[src/rtl/glb_sram_cfg_arbiter_pkg.sv]
`default_nettype none
// ============================================================================
// Package : global_buffer_pkg
// Brief   : Shared types and defaults for the global-buffer SRAM config path.
// Rev     : 1.0  initial release
// ============================================================================
package global_buffer_pkg;

  // Geometry of the west-edge SRAM configuration chain
  localparam int GLB_ADDR_WIDTH = 22;
  localparam int GLB_DATA_WIDTH = 32;

  localparam int RD_TIMEOUT_DEFAULT = 64;
  localparam bit STRAY_FLAG_EN      = 1'b1;

  typedef enum logic [1:0] {
    IDLE    = 2'd0,
    ISSUE   = 2'd1,
    WAIT_RD = 2'd2,
    RESP    = 2'd3
  } cfg_arb_state_t;

endpackage : global_buffer_pkg
`default_nettype wire

[src/rtl/glb_sram_cfg_arbiter_if.sv]
`default_nettype none
// ============================================================================
// Interface : glb_sram_cfg_arbiter_if
// Brief     : Requester handshake plus SRAM config chain signals.
// Rev       : 1.0  initial release
// ============================================================================
interface glb_sram_cfg_arbiter_if
  import global_buffer_pkg::*;
#(
  parameter int NUM_REQ    = 2,
  parameter int ADDR_WIDTH = GLB_ADDR_WIDTH,
  parameter int DATA_WIDTH = GLB_DATA_WIDTH
) ();

  logic [NUM_REQ-1:0]            req_valid;
  logic [NUM_REQ-1:0]            req_ready;
  logic [NUM_REQ-1:0]            req_wr;
  logic [NUM_REQ*ADDR_WIDTH-1:0] req_addr;
  logic [NUM_REQ*DATA_WIDTH-1:0] req_wdata;
  logic [NUM_REQ-1:0]            resp_valid;
  logic [DATA_WIDTH-1:0]         resp_data;
  logic                          resp_err;

  logic                          sram_cfg_wr_en;
  logic [ADDR_WIDTH-1:0]         sram_cfg_wr_addr;
  logic [DATA_WIDTH-1:0]         sram_cfg_wr_data;
  logic                          sram_cfg_rd_en;
  logic [ADDR_WIDTH-1:0]         sram_cfg_rd_addr;
  logic [DATA_WIDTH-1:0]         sram_cfg_rd_data;
  logic                          sram_cfg_rd_data_valid;

  modport slave (
    input  req_valid, req_wr, req_addr, req_wdata,
    input  sram_cfg_rd_data, sram_cfg_rd_data_valid,
    output req_ready, resp_valid, resp_data, resp_err,
    output sram_cfg_wr_en, sram_cfg_wr_addr, sram_cfg_wr_data,
    output sram_cfg_rd_en, sram_cfg_rd_addr
  );

  modport master (
    output req_valid, req_wr, req_addr, req_wdata,
    output sram_cfg_rd_data, sram_cfg_rd_data_valid,
    input  req_ready, resp_valid, resp_data, resp_err,
    input  sram_cfg_wr_en, sram_cfg_wr_addr, sram_cfg_wr_data,
    input  sram_cfg_rd_en, sram_cfg_rd_addr
  );

endinterface : glb_sram_cfg_arbiter_if
`default_nettype wire

[src/rtl/glb_rr_arbiter.sv]
`default_nettype none
// ============================================================================
// Module : glb_rr_arbiter
// Brief  : Round-robin grant with a pointer that moves past each winner.
// Rev    : 1.0  initial release
// ============================================================================
module glb_rr_arbiter #(
  parameter int NUM_REQ = 2
) (
  input  wire logic                       clk,
  input  wire logic                       reset_n,
  input  wire logic [NUM_REQ-1:0]         req,
  input  wire logic                       enable,
  input  wire logic                       advance,
  output logic      [NUM_REQ-1:0]         grant,
  output logic      [$clog2(NUM_REQ)-1:0] grant_idx
);

  localparam int IDX_W = $clog2(NUM_REQ);

  logic [IDX_W-1:0] r_ptr;
  logic             w_found;

  // Search starts at the pointer and wraps, so the last winner has lowest priority
  always_comb begin
    grant     = '0;
    grant_idx = '0;
    w_found   = 1'b0;
    for (int k = 0; k < NUM_REQ; k++) begin
      if (enable && !w_found && req[(int'(r_ptr) + k) % NUM_REQ]) begin
        grant[(int'(r_ptr) + k) % NUM_REQ] = 1'b1;
        grant_idx = IDX_W'((int'(r_ptr) + k) % NUM_REQ);
        w_found   = 1'b1;
      end
    end
  end

  always_ff @(posedge clk or negedge reset_n) begin
    if (!reset_n) begin
      r_ptr <= '0;
    end else if (advance) begin
      r_ptr <= (int'(grant_idx) == NUM_REQ - 1) ? '0 : grant_idx + 1'b1;
    end
  end

endmodule : glb_rr_arbiter
`default_nettype wire

[src/rtl/glb_sram_cfg_arbiter.sv]
`default_nettype none
// ============================================================================
// Module : glb_sram_cfg_arbiter
// Brief  : Shares the SRAM config chain between requesters, one transaction
//          at a time, with read-return tracking and timeout.
// Rev    : 1.0  initial release
// ============================================================================
module glb_sram_cfg_arbiter
  import global_buffer_pkg::*;
#(
  parameter int NUM_REQ    = 2,
  parameter int ADDR_WIDTH = GLB_ADDR_WIDTH,
  parameter int DATA_WIDTH = GLB_DATA_WIDTH,
  parameter int RD_TIMEOUT = RD_TIMEOUT_DEFAULT
) (
  input  wire logic               clk,
  input  wire logic               reset_n,
  glb_sram_cfg_arbiter_if.slave   bus,
  output logic                    stray_rd_err,
  output logic                    busy
);

  localparam int IDX_W = $clog2(NUM_REQ);
  localparam int CNT_W = $clog2(RD_TIMEOUT);

  cfg_arb_state_t        r_state, w_next;
  logic [NUM_REQ-1:0]    w_grant;
  logic [IDX_W-1:0]      w_grant_idx;
  logic [IDX_W-1:0]      r_owner;
  logic                  w_take;
  logic                  r_wr;
  logic [CNT_W-1:0]      r_cnt;
  logic                  w_rd_hit;
  logic                  w_timeout;
  logic [ADDR_WIDTH-1:0] r_wr_addr;
  logic [DATA_WIDTH-1:0] r_wr_data;
  logic [ADDR_WIDTH-1:0] r_rd_addr;
  logic [DATA_WIDTH-1:0] r_resp_data;
  logic                  r_resp_err;
  logic                  r_stray;

  glb_rr_arbiter #(.NUM_REQ(NUM_REQ)) u_rr (
    .clk       (clk),
    .reset_n   (reset_n),
    .req       (bus.req_valid),
    .enable    (r_state == IDLE),
    .advance   (w_take),
    .grant     (w_grant),
    .grant_idx (w_grant_idx)
  );

  assign w_take        = |w_grant;
  assign bus.req_ready = w_grant;
  assign w_rd_hit      = (r_state == WAIT_RD) && bus.sram_cfg_rd_data_valid;
  assign w_timeout     = (r_state == WAIT_RD) && !bus.sram_cfg_rd_data_valid &&
                         (r_cnt == CNT_W'(RD_TIMEOUT - 1));

  assign bus.sram_cfg_wr_addr = r_wr_addr;
  assign bus.sram_cfg_wr_data = r_wr_data;
  assign bus.sram_cfg_rd_addr = r_rd_addr;
  assign bus.resp_data        = r_resp_data;
  assign bus.resp_err         = r_resp_err;
  assign stray_rd_err         = r_stray;

  always_ff @(posedge clk or negedge reset_n) begin
    if (!reset_n) r_state <= IDLE;
    else          r_state <= w_next;
  end

  always_comb begin
    w_next             = r_state;
    bus.sram_cfg_wr_en = 1'b0;
    bus.sram_cfg_rd_en = 1'b0;
    bus.resp_valid     = '0;
    busy               = (r_state != IDLE);
    case (r_state)
      IDLE:    if (w_take) w_next = ISSUE;
      ISSUE: begin
        bus.sram_cfg_wr_en = r_wr;
        bus.sram_cfg_rd_en = !r_wr;
        w_next             = r_wr ? IDLE : WAIT_RD;
      end
      WAIT_RD: if (w_rd_hit || w_timeout) w_next = RESP;
      RESP: begin
        for (int i = 0; i < NUM_REQ; i++) begin
          bus.resp_valid[i] = (r_owner == IDX_W'(i));
        end
        w_next = IDLE;
      end
      default: w_next = IDLE;
    endcase
  end

  always_ff @(posedge clk or negedge reset_n) begin
    if (!reset_n) begin
      r_owner     <= '0;
      r_wr        <= 1'b0;
      r_cnt       <= '0;
      r_wr_addr   <= '0;
      r_wr_data   <= '0;
      r_rd_addr   <= '0;
      r_resp_data <= '0;
      r_resp_err  <= 1'b0;
      r_stray     <= 1'b0;
    end else begin
      // Only the address bus of the chosen direction changes, the other holds
      if (w_take) begin
        r_owner <= w_grant_idx;
        r_wr    <= bus.req_wr[w_grant_idx];
        if (bus.req_wr[w_grant_idx]) begin
          r_wr_addr <= bus.req_addr[int'(w_grant_idx)*ADDR_WIDTH +: ADDR_WIDTH];
          r_wr_data <= bus.req_wdata[int'(w_grant_idx)*DATA_WIDTH +: DATA_WIDTH];
        end else begin
          r_rd_addr <= bus.req_addr[int'(w_grant_idx)*ADDR_WIDTH +: ADDR_WIDTH];
        end
      end
      if (r_state == ISSUE)        r_cnt <= '0;
      else if (r_state == WAIT_RD) r_cnt <= r_cnt + 1'b1;
      if (w_rd_hit) begin
        r_resp_data <= bus.sram_cfg_rd_data;
        r_resp_err  <= 1'b0;
      end else if (w_timeout) begin
        r_resp_data <= '0;
        r_resp_err  <= 1'b1;
      end
      if (STRAY_FLAG_EN && bus.sram_cfg_rd_data_valid && (r_state != WAIT_RD)) begin
        r_stray <= 1'b1;
      end
    end
  end

endmodule : glb_sram_cfg_arbiter
`default_nettype wire

[src/flat_wrapper.sv]
// flat-port wrapper written by rule: the top's interface ports become plain ports
module glb_sram_cfg_arbiter_flat import global_buffer_pkg::*;
#(
  parameter int NUM_REQ    = 2,
  parameter int ADDR_WIDTH = GLB_ADDR_WIDTH,
  parameter int DATA_WIDTH = GLB_DATA_WIDTH,
  parameter int RD_TIMEOUT = RD_TIMEOUT_DEFAULT
)
  (clk, reset_n, stray_rd_err, busy, bus_req_valid, bus_req_wr, bus_req_addr, bus_req_wdata, bus_sram_cfg_rd_data, bus_sram_cfg_rd_data_valid, bus_req_ready, bus_resp_valid, bus_resp_data, bus_resp_err, bus_sram_cfg_wr_en, bus_sram_cfg_wr_addr, bus_sram_cfg_wr_data, bus_sram_cfg_rd_en, bus_sram_cfg_rd_addr);
  glb_sram_cfg_arbiter_if #(.NUM_REQ(NUM_REQ), .ADDR_WIDTH(ADDR_WIDTH), .DATA_WIDTH(DATA_WIDTH)) bus_i ();
  input  wire logic clk;
  input  wire logic reset_n;
  output logic stray_rd_err;
  output logic busy;
  input wire logic [$bits(bus_i.req_valid)-1:0] bus_req_valid;
  input wire logic [$bits(bus_i.req_wr)-1:0] bus_req_wr;
  input wire logic [$bits(bus_i.req_addr)-1:0] bus_req_addr;
  input wire logic [$bits(bus_i.req_wdata)-1:0] bus_req_wdata;
  input wire logic [$bits(bus_i.sram_cfg_rd_data)-1:0] bus_sram_cfg_rd_data;
  input wire logic [$bits(bus_i.sram_cfg_rd_data_valid)-1:0] bus_sram_cfg_rd_data_valid;
  output wire logic [$bits(bus_i.req_ready)-1:0] bus_req_ready;
  output wire logic [$bits(bus_i.resp_valid)-1:0] bus_resp_valid;
  output wire logic [$bits(bus_i.resp_data)-1:0] bus_resp_data;
  output wire logic [$bits(bus_i.resp_err)-1:0] bus_resp_err;
  output wire logic [$bits(bus_i.sram_cfg_wr_en)-1:0] bus_sram_cfg_wr_en;
  output wire logic [$bits(bus_i.sram_cfg_wr_addr)-1:0] bus_sram_cfg_wr_addr;
  output wire logic [$bits(bus_i.sram_cfg_wr_data)-1:0] bus_sram_cfg_wr_data;
  output wire logic [$bits(bus_i.sram_cfg_rd_en)-1:0] bus_sram_cfg_rd_en;
  output wire logic [$bits(bus_i.sram_cfg_rd_addr)-1:0] bus_sram_cfg_rd_addr;
  assign bus_i.req_valid = bus_req_valid;
  assign bus_i.req_wr = bus_req_wr;
  assign bus_i.req_addr = bus_req_addr;
  assign bus_i.req_wdata = bus_req_wdata;
  assign bus_i.sram_cfg_rd_data = bus_sram_cfg_rd_data;
  assign bus_i.sram_cfg_rd_data_valid = bus_sram_cfg_rd_data_valid;
  assign bus_req_ready = bus_i.req_ready;
  assign bus_resp_valid = bus_i.resp_valid;
  assign bus_resp_data = bus_i.resp_data;
  assign bus_resp_err = bus_i.resp_err;
  assign bus_sram_cfg_wr_en = bus_i.sram_cfg_wr_en;
  assign bus_sram_cfg_wr_addr = bus_i.sram_cfg_wr_addr;
  assign bus_sram_cfg_wr_data = bus_i.sram_cfg_wr_data;
  assign bus_sram_cfg_rd_en = bus_i.sram_cfg_rd_en;
  assign bus_sram_cfg_rd_addr = bus_i.sram_cfg_rd_addr;
  glb_sram_cfg_arbiter #(.NUM_REQ(NUM_REQ), .ADDR_WIDTH(ADDR_WIDTH), .DATA_WIDTH(DATA_WIDTH), .RD_TIMEOUT(RD_TIMEOUT)) u_core (.clk(clk), .reset_n(reset_n), .bus(bus_i), .stray_rd_err(stray_rd_err), .busy(busy));
endmodule
[config.mk]
export PLATFORM = sky130hd
export DESIGN_NAME = glb_sram_cfg_arbiter_flat
export DESIGN_NICKNAME = d
export VERILOG_FILES = /design/src/rtl/glb_sram_cfg_arbiter_pkg.sv /design/src/rtl/glb_sram_cfg_arbiter_if.sv /design/src/rtl/glb_rr_arbiter.sv /design/src/rtl/glb_sram_cfg_arbiter.sv /design/src/flat_wrapper.sv
export SDC_FILE = /design/constraint.sdc
export NUM_CORES = 1
export LEC_CHECK = 0
export ABC_AREA = 1
export CORE_MARGIN = 1
export CORE_UTILIZATION = 40
export DETAILED_ROUTE_END_ITERATION = 10
export HOLD_SLACK_MARGIN = 0.15
export PLACE_DENSITY_LB_ADDON = 0.3
export SKIP_LAST_GASP = 1
export SYNTH_ARGS = -nofsm -noshare
export SYNTH_HDL_FRONTEND = slang
export SYNTH_SLANG_ARGS = --single-unit
[constraint.sdc]
create_clock -name clk -period 2.3 [get_ports clk]
set_clock_uncertainty 0.2 [all_clocks]
set_input_delay 0.46 -clock clk [delete_from_list [all_inputs] [get_ports clk]]
set_output_delay 0.46 -clock clk [all_outputs]
set_load 0.02 [all_outputs]
== Word-level counts from Yosys, hierarchy flattened ==
Index checks and enable logic that the tools add are counted.
Operators by class
  equal/unequal tests: 7
  order comparisons: 5
  multiplexer cells: 30
  reduce and logical (&&, ||, !) cells: 21
  bitwise operators: 4
  add/subtract/negate cells: 3
  $mul: 1
  shift-type cells: 2
Operator list (number)
  2-to-1 mux 32 bit: 2
  indexed part select 64 x 7 -> 32 bit: 1
  indexed part select 44 x 32 -> 22 bit: 1
  2-to-1 mux 1 bit: 17
  2-to-1 mux 2 bit: 6
  2-to-1 mux 6 bit: 2
  logical AND 1 bit: 9
  case mux 2 bit (4 select lines): 1
  adder 6 x 1 -> 6 bit, second input constant: 1
  == test 6 bit, second input constant: 1
  AND reduction 2 bit: 3
  nonzero test 2 bit: 3
  multiplier 1 x 4 -> 5 bit, second input constant: 1
  == test 2 bit, second input constant: 2
  < comparator 1 x 2 -> 1 bit, second input constant: 2
  inequality test 2 bit, second input constant: 2
  logical NOT 1 bit: 3
  < comparator 2 x 3 -> 1 bit, second input constant: 1
  adder 1 bit, second input constant: 2
  demux 1 bit (select 1 bit): 2
  == test 2 x 1 -> 1 bit, second input constant: 1
  greater-or-equal comparator 2 x 1 -> 1 bit, second input constant: 1
  logical NOT 2 bit: 1
  inequality test 2 x 1 -> 1 bit, second input constant: 1
  other kinds (6): 7
Storage, ports and cells
  output and inout bits: 117
  flip-flop bits (word level): 121
  bits of input ports: 147
  word-level logic and storage cells: 84

== Logic depth before layout (Yosys ltp) ==
Gate-level depths: netlist of the first run.
  depth in word-level cells: 12
  depth in mapped cells: 12
  depth with buffers taken out: 11

== Modules after synthesis ==
Synthesis of the first run repeated with hierarchy kept, for this count alone.
Unflattened totals
  cells, all modules: 613
  area, all modules: 5491.5 sq um
Modules (own cells, without submodules)
  glb_sram_cfg_arbiter: instances 1, area an instance 5372.7 sq um, seq. area each 3002.9 sq um, cells an instance 590
  glb_rr_arbiter: instances 1, area an instance 118.9 sq um, seq. area each 25.0 sq um, cells an instance 23

== Worst setup path before layout of the first run ==
OpenSTA, ideal clock, no wires.
  path kind: reg-to-output
  start: register u_core.r_state[0]
  end: output bus_req_ready[0]
  arrival time: 1.495 ns
  path buffers: 2
  cell stages (with the launch flop): 10
  data required time: 1.640 ns
  setup slack: 0.145 ns
  path through: dfrtp_1 inv_1 ha_1 nand2_1 inv_2 nand2_4 buf_2 buf_2 nand2_1 inv_1
On the way
  longest elaborated chain between the ends: 7
  elaborated cells on any way between the ends: 9
  those cells by class: mux (3); bitwise (1); reduce/logical (5)
RTL lines
  from (decl): line glb_sram_cfg_arbiter.sv:26  | cfg_arb_state_t r_state, w_next;
  from (signal assigned): line glb_sram_cfg_arbiter.sv:67  | else r_state <= w_next;
  logical NOT 2 bit (*): line glb_sram_cfg_arbiter.sv:46  | .enable (r_state == IDLE),
  logical AND 1 bit: line glb_rr_arbiter.sv:30  | if (enable && !w_found && req[(int'(r_ptr) + k) % NUM_REQ]) begin
  2-to-1 mux 1 bit: line glb_rr_arbiter.sv:30
  logical NOT 1 bit: line glb_rr_arbiter.sv:30
  logical AND 1 bit (2 in a row): line glb_rr_arbiter.sv:30
  2-to-1 mux 2 bit (*): line glb_rr_arbiter.sv:30
  to (decl): line flat_wrapper.sv:21  | output wire logic [$bits(bus_i.req_ready)-1:0] bus_req_ready;
Mark *: on every way between the ends. The rest lies on a longest branch, timed or not.

== Worst setup path in the final report of the first run ==
  start: register u_core.r_state[0]
  end: output bus_resp_valid[0]
On the way
  longest elaborated chain between the ends: 2
RTL lines
  == test 2 bit: line glb_sram_cfg_arbiter.sv:76  | case (r_state)
  2-to-1 mux 2 bit: line glb_sram_cfg_arbiter.sv:76
  to (decl): line flat_wrapper.sv:22  | output wire logic [$bits(bus_i.resp_valid)-1:0] bus_resp_valid;
Every way passes these cells.

==> results of run 1 <==
[layout make-up]
type / count / area (µm²)
Fill cell: 1118 / 4230
Inverter: 20 / 75.1
Timing Repair Buffer: 290 / 2920
Sequential cell: 121 / 3030
Tap cell: 176 / 220
Multi-Input combinational cell: 553 / 2270
Clock buffer: 19 / 433
Clock inverter: 12 / 224
[where the power goes]
part / internal (mW) / leakage [nW] / switching (mW) / total, mW
clock: 2.03 / 0.317 / 0.933 / 2.96
combinational: 2.77 / 2.87 / 3.41 / 6.18
sequential: 3.12 / 1.50 / 0.531 / 3.66
[logic make-up after synthesis]
family	Yosys count	synth area share, %
and+or+nand+nor	533	37.4
AOI/OAI and AO/OA	13	1.48
adders and majority gates	6	1.34
buffers and inverters	56	5.34
DFF	121	54.2
xor gates and xnor gates	1	0.157
[registers in the layout, indices dropped and copies added (netlist names), named ones only]
signal                       flops
u_core.stray_rd_err              1
u_core.r_cnt                     6
u_core.bus.sram_cfg_rd_addr     22
u_core.bus.resp_err              1
u_core.u_rr.r_ptr                1
u_core.r_state                   1
u_core.bus.sram_cfg_wr_data     32
u_core.bus.sram_cfg_wr_addr     22
u_core.bus.resp_data            32
u_core.r_wr                      1
u_core.r_owner                   1
[per-stage QoR]
| step | hold WS [ns] | cell area, µm² | cells | total power, mW |
|---|---|---|---|---|
| after floorplan | -0.0356 | 5580 | 730 | 6.87 |
| after global placement | 0.172 | 8520 | 1159 | 9.80 |
| after detailed placement | 0.169 | 8520 | 1159 | 9.90 |
| after CTS | 0.279 | 9190 | 1191 | 12.9 |
| after global routing | 0.288 | 9170 | 1191 | 13.6 |
| final | 0.274 | 9170 | 1191 | 12.8 |
[synth_stat cells, drive strengths merged]
| cell type | instances | share of area [%] |
|---|---|---|
| nand2 | 483 | 33 |
| dfrtp | 121 | 54 |
| nand3 | 38 | 3.4 |
| buf | 31 | 3.7 |
| inv | 20 | 1.3 |
| nor2 | 9 | 0.94 |
| a21oi | 6 | 0.54 |
| ha | 6 | 1.3 |
| o21ai | 6 | 0.81 |
| clkbuf | 5 | 0.34 |
| nand4 | 1 | 0.11 |
| nor3 | 1 | 0.090 |
| nor3b | 1 | 0.13 |
| o21bai | 1 | 0.13 |
| xor2 | 1 | 0.16 |
[worst register-to-register path, stage by stage (launching register included)]
cell and delay [ns]:
dfrtp_1 0.36, inv_2 0.07, ha_4 0.17, nand2_1 0.07, inv_2 0.04, nand2_4 0.07, buf_4 0.24, nand2_1 0.13
o21ai_4 0.11, nand2_1 0.12, buf_12 0.17, nand2_1 0.07, nand2_1 0.06
[timing repair]
action,4_1_cts,5_1_grt
resized for setup,16,5
hold buffers,1,0
buffers inserted,0,0
endpoints found under the setup margin,7,3
hold endpoints to repair,121,0
[layer usage]
metal | part of all wire [%] | vias to the layer above
met5 | 0 | -
met4 | 2.8 | 0
met3 | 7.4 | 30
met2 | 49 | 217
met1 | 41 | 2514
li1 | - | 2768
[worst paths after layout]
kind | endpoint | depth (start not counted) | start
worst min register to register | u_core.bus.sram_cfg_rd_addr[12] | 2 | u_core.bus.sram_cfg_rd_addr[12]
max in group asynchronous | u_core.bus.sram_cfg_wr_data[28] | 3 | reset_n
min in group asynchronous | u_core.bus.sram_cfg_wr_addr[5] | 2 | reset_n
worst max register to register | u_core.bus.sram_cfg_rd_addr[15] | 12 | register
worst max-delay path | bus_resp_valid[0] | 5 | u_core.r_state[0]
worst min-delay path | u_core.bus.sram_cfg_rd_addr[12] | 2 | u_core.bus.sram_cfg_rd_addr[12]
==> metrics, run 1 <==
CTS Sinks 121; Ports 264; Worst Tran Pin Value 0.426 ns; maximum number of pins on one net before global-route repair 50; Chip Height 120 µm; row cnt 42; Avg Cell Area, Syn 7.65 µm²; WP buf/inv 3; Yosys reg bits 121; critical path required time 1.64 ns; CP startpoint kind register; Hold Vio Cnt, Final 0; CP endpoint kind output port; outcome finished clean; routing usage on met3 6.42%; worst path cell trace buf_4 -> ha_1 -> inv_1 -> nor2_1 -> dlygate4sd2_1; Syn Std Cell Area 5580 µm²; Finished Core Util 68.5%; number of global-route vias before repair 5,360; GRT met2 Usage 39.3%; global route overflow 0; I/O Buffers 263; most frequent cells in the layout nand2_1 (481), clkdlybuf4s50_1 (255), dfrtp_1 (121); TNS Setup 0 ns; Static Leak 4.69 nW; gr usage total 23.9%; relative slew slack 71.6%; first-pass GRT wire length 26.7 mm; share of post-route cells with drive strength above 1 7.09%; CTS root buf clkbuf_16; cell family with most CP delay buffers and inverters; worst-case clock buffer depth 2; drt drc 0; Slowest cell on crit path dfrtp_1; post-DP HPWL 12.1 mm; Setup WS pre-CTS -0.224 ns; Avg WL per Cell 13.8 µm; Detailed Route Iter0 Violations 330; Yosys cell types 24; pwr dens 1390 nW/µm²; Core Area 13,400 µm²; antenna violations before repair 0; RSZ-0062 raised after global routing no; Yosys Warn Count 0; Mapped Cells 730; Post-Syn Nets 883; ANT nets after route 0; clock latency on the worst-skew pair 0.41 ns; critical path type reg2out; sequential element share of the synthesized area 54.2%; Reg clk slew, reported paths 0.05 ns; detailed-router iteration count before antenna repair 5; Worst VDD drop 0.692 mV; grt peak-use layer met2; vias 5,529; P&R area growth vs syn 64.3%; TritonCTS clock tree built; Max Freq 449 MHz; Diodes inserted 0; final worst setup slack 0.0750 ns; min Tclk post-route 2.22 ns; Final period util 96.7%; DR vias/cell 4.64; CP max FO 5; crit-path max cell delay 0.39 ns; GRT met1 Usage 29.2%; CTS Buf Count 17; CP Data Arrival Time 1.56 ns; HP Class reg2reg; Final GP Congestion 0.836; most common cell after layout, fill and taps aside nand2_1; die width 120 µm; R2R Setup Slk 0.30 ns; Starting Density 41.7%; H-tree depth 4; endpoints failing setup 0; drt total wl 16.5 mm; die area 14,400 µm²; fin. max-slew vios 0; max_cap viols 0; layout net count 1,156
No activity file was read; power rests on OpenSTA's default activity.
==> inputs of run 2 (changes only) <==
--- a/config.mk
+++ b/config.mk
@@ -7,7 +7,7 @@
 export LEC_CHECK = 0
 export ABC_AREA = 1
 export CORE_MARGIN = 1
-export CORE_UTILIZATION = 40
+export CORE_UTILIZATION = 41
 export DETAILED_ROUTE_END_ITERATION = 10
 export HOLD_SLACK_MARGIN = 0.15
 export PLACE_DENSITY_LB_ADDON = 0.3
==> metrics, run 2 (synthesis gave the netlist of run 1 again) <==
max_cap viols 0 (unchanged); Finished Layout Cells 1,192 (+0.084%); relative slew slack 60.9% (-11 points); Worst Tran Pin Value 0.587 ns (+0.161 ns); Avg WL per Cell 13.7 µm (-0.85%); Final GP Congestion 0.832 (-0.42%); die area 14,100 µm² (-2.4%); post-DP HPWL 11.5 mm (-4.9%); endpoints failing setup 0 (unchanged); first-pass GRT wire length 27.3 mm (+2.1%); WHS Path Cells 2 (unchanged); global route overflow 0 (unchanged); pwr dens 1400 nW/µm² (+0.63%); worst-case clock buffer depth 2 (unchanged); crit-path max cell delay 0.40 ns (about the same); Final period util 97.5% (+0.77 points); Core Area 13,200 µm² (-1.2%); Worst VDD drop 0.746 mV (+7.7%); share of post-route cells with drive strength above 1 7.28% (+0.19 points); Flop pwr share 28.4% (-0.2 points); switching power 4.96 mW (+1.7%); antenna violations before repair 0 (unchanged); WP buf/inv 5 (+2); Chip Height 119 µm (-1.2%); fin. max-slew vios 0 (unchanged); Hold EP u_core.bus.sram_cfg_wr_addr[11]; Ports 264 (unchanged); Power, Total 13.0 mW (+1.2%); gr usage total 24.6% (+0.69 points); CP Data Arrival Time 1.58 ns (+0.02 ns); I/O Buffers 263 (unchanged); maximum number of pins on one net before global-route repair 70 (+40%); TNS Setup 0 ns (unchanged); CP max FO 5 (unchanged); CP endpoint kind output port; drt total wl 16.4 mm (-0.76%); Clock power frac 23.7% (+0.6 points); Hold Path Origin u_core.bus.sram_cfg_wr_addr[11]; Comb pwr share 47.9% (-0.4 points); min Tclk post-route 2.24 ns (+0.0178 ns); CTS root buf clkbuf_16; R2R Setup Slk 0.24 ns (-0.06 ns); RR Endpoint u_core.bus.sram_cfg_wr_data[11]; Sw Ratio 38.3% (+0.18 points); row cnt 42 (unchanged); layout net count 1,156 (unchanged); clock latency on the worst-skew pair 0.41 ns (about the same); detailed-router iteration count before antenna repair 4 (-1); drt drc 0 (unchanged); Starting Density 42.1% (+0.50 points); critical path required time 1.64 ns (about the same); number of global-route vias before repair 5,649 (+5.4%); critical path type reg2out; final worst setup slack 0.0572 ns (-0.0178 ns); P&R area growth vs syn 65.3%; reg2reg path depth 11 (-1); Inst Count DP 1,156 (-0.26%); Max Freq 446 MHz (-0.79%); CTS Buf Count 17 (unchanged); most frequent cells in the layout nand2_1 (481), clkdlybuf4s50_1 (255), dfrtp_1 (121); Hold Vio Cnt, Final 0 (unchanged); most common cell after layout, fill and taps aside nand2_1; P_int 7.99 mW (+0.94%); vias 5,566 (+0.67%); ANT nets after route 0 (unchanged); die width 119 µm (-1.2%); CP startpoint kind register; CTS Sinks 121 (unchanged); TritonCTS clock tree built; Slowest cell on crit path dfrtp_1; H-tree depth 4 (unchanged); HP Class reg2reg; Detailed Route Iter0 Violations 269 (-18%); cell family with most CP delay buffers and inverters; Setup WS pre-CTS -0.195 ns (+0.0292 ns); outcome finished clean; worst path cell trace inv_2 -> ha_4 -> nand2_1 -> inv_2 -> nand2_4 -> buf_6 -> inv_6 -> buf_12; Diodes inserted 0 (unchanged); Reg clk slew, reported paths 0.05 ns (about the same); most frequent CP cell inv_2; DR vias/cell 4.67 (+0.58%); Static Leak 4.71 nW (+0.39%)
run 2: worst reg2reg max path, stage by stage, from the launching register on:
cell and delay (ns):
dfrtp_1 0.38, inv_2 0.08, ha_4 0.19, nand2_1 0.07, inv_2 0.05, nand2_4 0.05, buf_6 0.13, buf_4 0.47
nand2_1 0.16, nand2_1 0.10, nand2_1 0.05, nand2_1 0.08
run 2: power by group through the flow:
stage               Combinational (mW)  Clock, mW  Sequential (mW)
floorplan                         2.10          0             4.77
global placement                  6.11          0             3.65
detailed placement                6.19          0             3.67
CTS                               6.23       3.12             3.68
global route                      6.74       3.21             3.79
finish                            6.20       3.07             3.68
run 2: worst max-delay path by stage:
stage / start / cells after the start / to
after floorplan: u_core.r_state[0] / 9 / bus_req_ready[0]
after global placement: bus_req_valid[0] / 6 / bus_req_ready[0]
after detailed placement: bus_req_valid[0] / 6 / bus_req_ready[0]
after CTS: register / 8 / bus_req_ready[0]
after global routing: register / 8 / bus_req_ready[1]
final: register / 8 / bus_req_ready[1]
run 2: repair_timing:
| action | CTS | global route |
|---|---|---|
| gates cloned | 0 | 0 |
| setup buffers | 0 | 3 |
| resized for setup | 11 | 8 |
| endpoints found under the hold margin | 121 | 0 |
| pin swaps | 0 | 1 |
| hold buffers | 1 | 0 |
| setup endpoints to repair | 7 | 4 |
run 2: through the flow:
stage          hold slack (ns)  cell area, µm²  utilization (%)
6_report                 0.275            9230             69.7
5_1_grt                  0.296            9230             69.7
4_1_cts                  0.279            9210             69.5
3_5_place_dp             0.264            8500             64.2
3_3_place_gp             0.261            8500             64.2
2_1_floorplan          -0.0356            5580                -
run 2: final cells by class:
class	count	area (µm²)
clock inverter	14	244
fill	1091	4020
timing repair buffer	290	2950
multi-input combinational	553	2270
tap	176	220
clock buffer	18	439
inverter	20	80.1
sequential	121	3030
run 2: layer usage:
| layer | global-route usage [%] | part of all wire, % | vias up |
|---|---|---|---|
| li1 | - | - | 2767 |
| met1 | 29.9 | 42 | 2570 |
| met2 | 41.3 | 49 | 201 |
| met3 | 6.37 | 6.5 | 28 |
| met4 | 9.97 | 2.4 | 0 |
| met5 | 0 | 0 | - |
